**src/rtl/instruction_fetch_unit.sv**
```systemverilog
`default_nettype none
// +--------------------------------------------------------------------------+
// | Module   : instruction_fetch_unit                                        |
// | Brief    : PC sequencing, instruction memory fetch, 2-entry decode queue |
// | Revision : 1.0                                                           |
// +--------------------------------------------------------------------------+
module instruction_fetch_unit #(
   parameter int                    ADDR_WIDTH  = 32,
   parameter int                    INSTR_WIDTH = 32,
   parameter logic [ADDR_WIDTH-1:0] LAST_ADDR   = 52
) (
   input  logic                   Clock,
   input  logic                   Reset,
   input  logic [ADDR_WIDTH-1:0]  PC,
   output logic [ADDR_WIDTH-1:0]  NewPC,
   output logic                   PCWrite,
   output logic [ADDR_WIDTH-1:0]  IMemAddr,
   output logic                   IMemReadEn,
   input  logic [INSTR_WIDTH-1:0] IMemData,
   input  logic                   Stall,
   input  logic                   BranchTaken,
   input  logic [ADDR_WIDTH-1:0]  BranchTarget,
   output logic [INSTR_WIDTH-1:0] Instr,
   output logic [ADDR_WIDTH-1:0]  InstrPC,
   output logic                   InstrValid,
   input  logic                   DecodeReady
);

   localparam logic [0:0]            c_BOOT    = 1'b0;
   localparam logic [0:0]            c_RUN     = 1'b1;
   localparam logic [ADDR_WIDTH-1:0] c_PC_STEP = ADDR_WIDTH'(4);

   logic [0:0]             r_state;
   logic [0:0]             w_next_state;

   logic [INSTR_WIDTH-1:0] r_fifo_instr [2];
   logic [ADDR_WIDTH-1:0]  r_fifo_pc    [2];
   logic                   r_head;
   logic [1:0]             r_count;
   logic                   r_req_pending;
   logic [ADDR_WIDTH-1:0]  r_req_addr;

   logic                   w_run;
   logic                   w_deq;
   logic                   w_branch;
   logic                   w_issue;
   logic                   w_enq;
   logic                   w_wr_idx;
   logic [2:0]             w_credit_used;

   function automatic logic [ADDR_WIDTH-1:0] f_wrap(input logic [ADDR_WIDTH-1:0] x);
      return (x > LAST_ADDR) ? '0 : x;
   endfunction

   // ---------------------------------------------------------------- FSM
   always_ff @(posedge Clock) begin
      if (Reset) r_state <= c_BOOT;
      else       r_state <= w_next_state;
   end

   always_comb begin
      w_next_state = r_state;
      case (r_state)
         c_BOOT:  w_next_state = c_RUN;
         c_RUN:   w_next_state = c_RUN;
         default: w_next_state = c_BOOT;
      endcase
   end

   always_comb begin
      PCWrite    = 1'b0;
      IMemReadEn = 1'b0;
      NewPC      = PC;
      IMemAddr   = PC;
      if (Reset) begin
         NewPC = '0;
      end else if (w_branch) begin
         PCWrite = 1'b1;
         NewPC   = f_wrap(BranchTarget);
      end else if (w_issue) begin
         PCWrite    = 1'b1;
         IMemReadEn = 1'b1;
         NewPC      = f_wrap(PC + c_PC_STEP);
      end
   end

   // ---------------------------------------------------------------- fetch control
   assign w_run    = (r_state == c_RUN);
   assign w_deq    = InstrValid & DecodeReady;
   assign w_branch = w_run & BranchTaken;

   // Queue slots already promised: occupied entries plus the word in flight,
   // less the one decode is taking this cycle.
   assign w_credit_used = {1'b0, r_count} + {2'b00, r_req_pending} - {2'b00, w_deq};
   assign w_issue       = w_run & ~BranchTaken & ~Stall & (w_credit_used < 3'd2);

   // A request is only ever in flight for one cycle, so a branch in the data
   // cycle is exactly the squash condition.
   assign w_enq    = r_req_pending & ~w_branch;
   assign w_wr_idx = r_head ^ r_count[0];

   always_ff @(posedge Clock) begin
      if (Reset) begin
         r_req_pending   <= 1'b0;
         r_req_addr      <= '0;
         r_head          <= 1'b0;
         r_count         <= 2'd0;
         r_fifo_instr[0] <= '0;
         r_fifo_instr[1] <= '0;
         r_fifo_pc[0]    <= '0;
         r_fifo_pc[1]    <= '0;
      end else begin
         r_req_pending <= w_issue;
         if (w_issue) r_req_addr <= PC;

         if (w_enq) begin
            r_fifo_instr[w_wr_idx] <= IMemData;
            r_fifo_pc[w_wr_idx]    <= r_req_addr;
         end

         if (w_deq) r_head <= ~r_head;

         if (w_branch) r_count <= 2'd0;
         else          r_count <= r_count + {1'b0, w_enq} - {1'b0, w_deq};
      end
   end

   assign Instr      = r_fifo_instr[r_head];
   assign InstrPC    = r_fifo_pc[r_head];
   assign InstrValid = (r_count != 2'd0);

endmodule
`default_nettype wire

```
**config.mk**
```make
export PLATFORM = sky130hd
export DESIGN_NAME = instruction_fetch_unit
export DESIGN_NICKNAME = d
export VERILOG_FILES = /design/src/rtl/instruction_fetch_unit.sv
export SDC_FILE = /design/constraint.sdc
export NUM_CORES = 1
export LEC_CHECK = 0
export BUFFER_PORTS_ARGS = -buffer_cell sky130_fd_sc_hd__buf_2
export CAP_MARGIN = 20
export CELL_PAD_IN_SITES_DETAIL_PLACEMENT = 1
export CELL_PAD_IN_SITES_GLOBAL_PLACEMENT = 2
export CORE_MARGIN = 2
export CORE_UTILIZATION = 36
export CTS_CLUSTER_DIAMETER = 60
export DETAILED_ROUTE_END_ITERATION = 10
export PLACE_DENSITY_LB_ADDON = 0.08
export SYNTH_ARGS = -nofsm -noshare
export SYNTH_HDL_FRONTEND = slang
export SYNTH_SLANG_ARGS = --single-unit
```
**constraint.sdc**
```tcl
create_clock -name Clock -period 20.9 [get_ports Clock]
set_input_delay 4.18 -clock Clock [delete_from_list [all_inputs] [get_ports Clock]]
set_output_delay 4.18 -clock Clock [all_outputs]
set_load 0.05 [all_outputs]
```
* Yosys cells after proc, flatten, opt, wreduce, memory -nomap -nowiden
Memories as Yosys holds them, arrays and structs flattened. A register that Yosys moved wholly into a read port is not among the register bits. Cells that the tools add are included.
Cells by class: $add $sub $neg 5, multipliers 0, divide/modulo/power cells 0, magnitude comparators 3, eq/ne operators 0, shift-type cells 0, muxes and demuxes 26, bitwise operators 11, reduce and logical (&&, ||, !) cells 4
Operator list (number):
- $mux W32 | 7
- $gt A32 B6 Y1 const B | 2
- $reduce_or A32 Y1 | 2
- $add A32 B3 Y32 const B | 1
- $mux W1 | 19
- $and A1 B1 Y1 | 6
- $not A1 Y1 | 4
- $add A2 B1 Y3 | 1
- $lt A3 B2 Y1 const B | 1
- $sub A3 B1 Y3 | 1
- $add A2 B1 Y2 | 1
- $reduce_bool A2 Y1 | 1
- $reduce_or A2 Y1 | 1
- $sub A2 B1 Y2 | 1
- $xor A1 B1 Y1 | 1
Storage, ports and cells: flip-flop bits (word level) 37, latch bits 0, bits in writable memories 128, memory bits (read-only) 0, output and inout port bits 131, memories kept 2
Memory list:
- r_fifo_instr | words 2, bits a word 32, rd ports 1, clocked after memory_dff 1, wr ports 2, RTL line 36 | logic [INSTR_WIDTH-1:0] r_fifo_instr [2];
- r_fifo_pc | words 2, bits a word 32, rd ports 1, clocked after memory_dff 1, wr ports 2, RTL line 37 | logic [ADDR_WIDTH-1:0] r_fifo_pc [2];

* Longest topological paths before layout
word-level depth 8, mapped depth 12

* Worst setup path before layout
OpenSTA, ideal clock, no wires.
path type input to output, start point input DecodeReady, end point output NewPC[2], data arrival time 7.190 ns, required time 16.720 ns, setup slack 9.530 ns, stages 8, path through and2_1 ha_1 nand2b_1 fa_1 nor4bb_1 nand2_1 or4_1 o21ai_0
On the way: longest elaborated chain between the ends 7
RTL lines:
- start, declared | RTL line 26 | input logic DecodeReady
- $and A1 B1 Y1 | RTL line 89 | assign w_deq = InstrValid & DecodeReady;
- $sub A3 B1 Y3 | RTL line 94 | assign w_credit_used = {1'b0, r_count} + {2'b00, r_req_pending} - {2'b00, w_deq};
- $lt A3 B2 Y1 | RTL line 95 | assign w_issue = w_run & ~BranchTaken & ~Stall & (w_credit_used < 3'd2);
- $and A1 B1 Y1 | RTL line 95
- $mux W32 | RTL line 80 | end else if (w_issue) begin
- $mux W32 | RTL line 77 | end else if (w_branch) begin
- $mux W32 | RTL line 75 | if (Reset) begin
- end, declared | RTL line 15 | output logic [ADDR_WIDTH-1:0] NewPC,
Every way passes these cells.

* Worst setup path after layout
start point input DecodeReady, end point output NewPC[4]
On the way: longest elaborated chain between the ends 7
RTL lines:
- $and A1 B1 Y1 | RTL line 89
- via w_deq | RTL line 44 | logic w_deq;
- $sub A3 B1 Y3 | RTL line 94
- $lt A3 B2 Y1 | RTL line 95
- $and A1 B1 Y1 | RTL line 95
- $mux W32 | RTL line 80
- $mux W32 | RTL line 77
- $mux W32 | RTL line 75
The timed path passes the listed nets, and every way through them passes these cells.

==> flow_summary_export.csv <==
group,metric,value,unit
finish,num-nets-final,1021,
logic_synthesis,syn_nets,838,
pwr,pwr_density_cell,79.4,nW/um^2
worst_hold_path,min_from,"r_req_addr[22]$_SDFFE_PP0P_",
global_routing,met3_usage,3.04,%
global_routing,busiest_layer,"met2",
detailed_routing,drt_iter0_drc,214,
finish,diodes,0,
status,status,"complete, no violations",
timing,fmax,0.0869,GHz
floorplanning,die-height,155,microns
global_routing,grt_use_met1,22.8,%
cts,cts_resized,0,
global_routing,grt_max_degree,65,
cts,clkSinkCount,166,
floorplanning,fp.dieArea,24100,sq um
logic_synthesis,ys_seq_area_share,55.8,%
detailed_routing,postRouteAntennaNets,0,
floorplanning,die_x,155,microns
pwr,p_switching,230,uW
worst_setup_path,end_kind,"output pin",
pwr,seqPwrFrac,46.7,%
worst_setup_path,critPathRequiredTime,16720,ps
logic_synthesis,yosys_warnings,0,
cts,cts_made_buffers,17,
worst_setup_path,startpoint_type,"input port",
logic_synthesis,synthAdderAreaFrac,1.15,%
logic_synthesis,netlist_area,8250,sq um
pwr,p_sw_share,29.0,%
worst_hold_path,whs_path_depth,2,
worst_setup_path,r2r_slack,17540,ps
global_routing,grt_pass1_vias,6464,
placed_design,dp_hpwl,14300,microns
worst_setup_path,reg2reg_depth,10,
logic_synthesis,synth_top_area_share,46.6,%
logic_synthesis,postSynth.asyncResetShare,0,%
logic_synthesis,synth-xor-area-share,1.70,%
logic_synthesis,synth_edf_count,128,
logic_synthesis,synth_most_common_cell,"and2_1",
worst_setup_path,rr_endpoint,"r_req_addr[17]$_SDFFE_PP0P_",
logic_synthesis,yosys.area_share.simple,21.2,%
floorplanning,core_area,22600,sq um
worst_setup_path,worst_ep_arrival_time,7330,ps
global_routing,antenna_found_initial,0,
global_routing,grt_use_total,17.7,%
flow_run,max_cap_violations,0,
worst_setup_path,r2r_start,"r_count[0]$_SDFF_PP0_",
detailed_routing,dr.pass1.iters,4,
pwr,p_int,566,uW
cts,cts_setup_buffers,0,
pwr,total_power,796,uW
logic_synthesis,synth_compound_area_share,5.99,%
worst_hold_path,worstHoldEndpoint,"r_req_addr[22]$_SDFFE_PP0P_",
floorplanning,rows,55,
worst_hold_path,hold_path.class,"reg2reg",
timing,relSlewSlack,37.9,%
worst_setup_path,crit_type,"in2out",
logic_synthesis,synth_top_family_by_area,"simple AND/OR/NAND/NOR gates",
cts,root_buffer,"clkbuf_16",
logic_synthesis,yosys.area.top_type,"edfxtp_1",
logic_synthesis,ys_top_cells_by_count,"134 x and2_1, 128 x edfxtp_1, 82 x nand2_1",
logic_synthesis,syn_inst,730,
logic_synthesis,synth_seq_cells,166,
detailed_routing,drt-total-wl,21200,microns
pwr,ir_drop,0.0562,mV
global_routing,grt_overflow,0,
timing,rsz0062_at_grt,"no",
global_routing,met2_usage,30.3,%
pwr,pwr-share-comb,16.4,%
timing,fin_tns_setup,0,ps
logic_synthesis,yosys_most_used_dff,"edfxtp_1",
logic_synthesis,ys_types,51,
logic_synthesis,synthTopCellsByArea,"edfxtp_1 47%, and2_1 10%, dfxtp_1 9.2%, mux2_2 8.7%, nand2_1 3.7%",
pwr,p_leak,4.20,nW
timing,hold_viol,0,
cts,cts_hold_buf,0,
finish,areaGrowthSynthToFinish,21.6,%
floorplanning,initial_utilization,36.5,%
timing,drv_slew,0,
logic_synthesis,muxShareOfSynthArea,8.86,%
detailed_routing,vias_per_cell,5.01,
placed_design,gp_congestion,0.817,
global_routing,grt_pass1_wl,33500,microns
cts,clock_path_buffers,2,
timing,setup_viol,0,
detailed_routing,via_count,6063,
placed_design,portBuffers,231,
timing,worstMarginPinSlew,932,ps
worst_setup_path,critPathMaxFanout,25,
timing,fin_worst_skew,10.9,ps
cts,insertion_delay,430,ps
cts,path_clk_slew,70,ps
pwr,clockPowerShare,36.9,%
timing,fin_crit_sh,55.1,%
detailed_routing,wl_per_cell,17.5,microns
timing,min_period,11510,ps
finish,drive_gt1_share,37.9,%
detailed_routing,drc,0,
logic_synthesis,avgSynthCellArea,11.3,sq um
floorplanning,boundaryPins,232,
cts,htree_levels,4,
cts,cts_tree,"built",
kinds of logic after synthesis:
kind of cell,count (synthesis)
simple gates,313
flops,166
xor+xnor,16
buf+inv,83
mux,65
compound gates,80
fa+ha+maj,7
power by group through the flow:
stage | clock network, mW | registers (mW) | logic (mW)
finish | 0.294 | 0.372 | 0.130
global route | 0.314 | 0.373 | 0.139
CTS | 0.302 | 0.372 | 0.132
detailed placement | 0 | 0.379 | 0.131
global placement | 0 | 0.378 | 0.130
floorplan | 0 | 0.379 | 0.0965
metrics by stage:
stage	cell area [sq um]	utilization, %	hold slack [ps]	setup slack (ps)	cells
after floorplan	8250	-	440	9530	730
after global placement	9450	41.9	453	9550	1178
after detailed placement	9450	41.9	461	9410	1178
after CTS	10000	44.4	470	9380	1210
after global routing	10000	44.4	490	9180	1211
final	10000	44.4	466	9390	1211
worst max-delay path by stage:
stage,depth (start not counted),slack (ps),to,startpoint
detailed placement,13,9410,NewPC[4],DecodeReady
finish,13,9390,NewPC[4],DecodeReady
global placement,13,9550,NewPC[4],DecodeReady
global route,12,9180,NewPC[5],DecodeReady
CTS,13,9380,NewPC[4],DecodeReady
floorplan,8,9530,NewPC[2],DecodeReady
cells in the final DEF, fill, tap and decap left out, drive strengths merged, types with 3 or more instances in the layout:
cell type / instances
nand2: 82
nand3: 6
nor2: 16
o22ai: 5
nand4: 10
xnor2: 14
mux2: 64
a211o: 3
or3: 6
buf: 239
o21ai: 7
clkinv: 5
dfxtp: 38
edfxtp: 128
and3: 30
a2bb2oi: 3
inv: 14
a211oi: 5
nor3: 6
ha: 6
clkbuf: 20
and2: 134
nor4: 11
a21oi: 44
critical path, cell delays in order:
cell,delay (ps)
buf_2,90
and2_1,170
ha_1,270
nand2b_1,160
fa_1,490
nor4bb_1,430
nand2_2,360
nand2_1,220
o21a_1,140
o22ai_1,80
or3_1,350
a21oi_1,120
buf_2,280
state kept, by name, indices dropped and copies added (netlist names), named ones only:
signal         cells
r_fifo_instr      64
r_fifo_pc         64
r_req_addr        32
r_count            2
r_head             1
r_req_pending      1
r_state            1
final cells by class:
class	count	area, sq um
Fill cell	2527	12500
Tap cell	285	357
Sequential cell	166	4610
Multi-Input combinational cell	481	3250
Clock inverter	12	90.1
Clock buffer	20	468
Inverter	8	30.0
Timing Repair Buffer	239	1220
per-layer routing:
metal,vias up,part of all wire [%]
li1,2928,-
met1,2921,46
met2,189,47
met3,25,4.6
met4,0,1.7
met5,-,0
No activity file was read; power rests on OpenSTA's default activity.
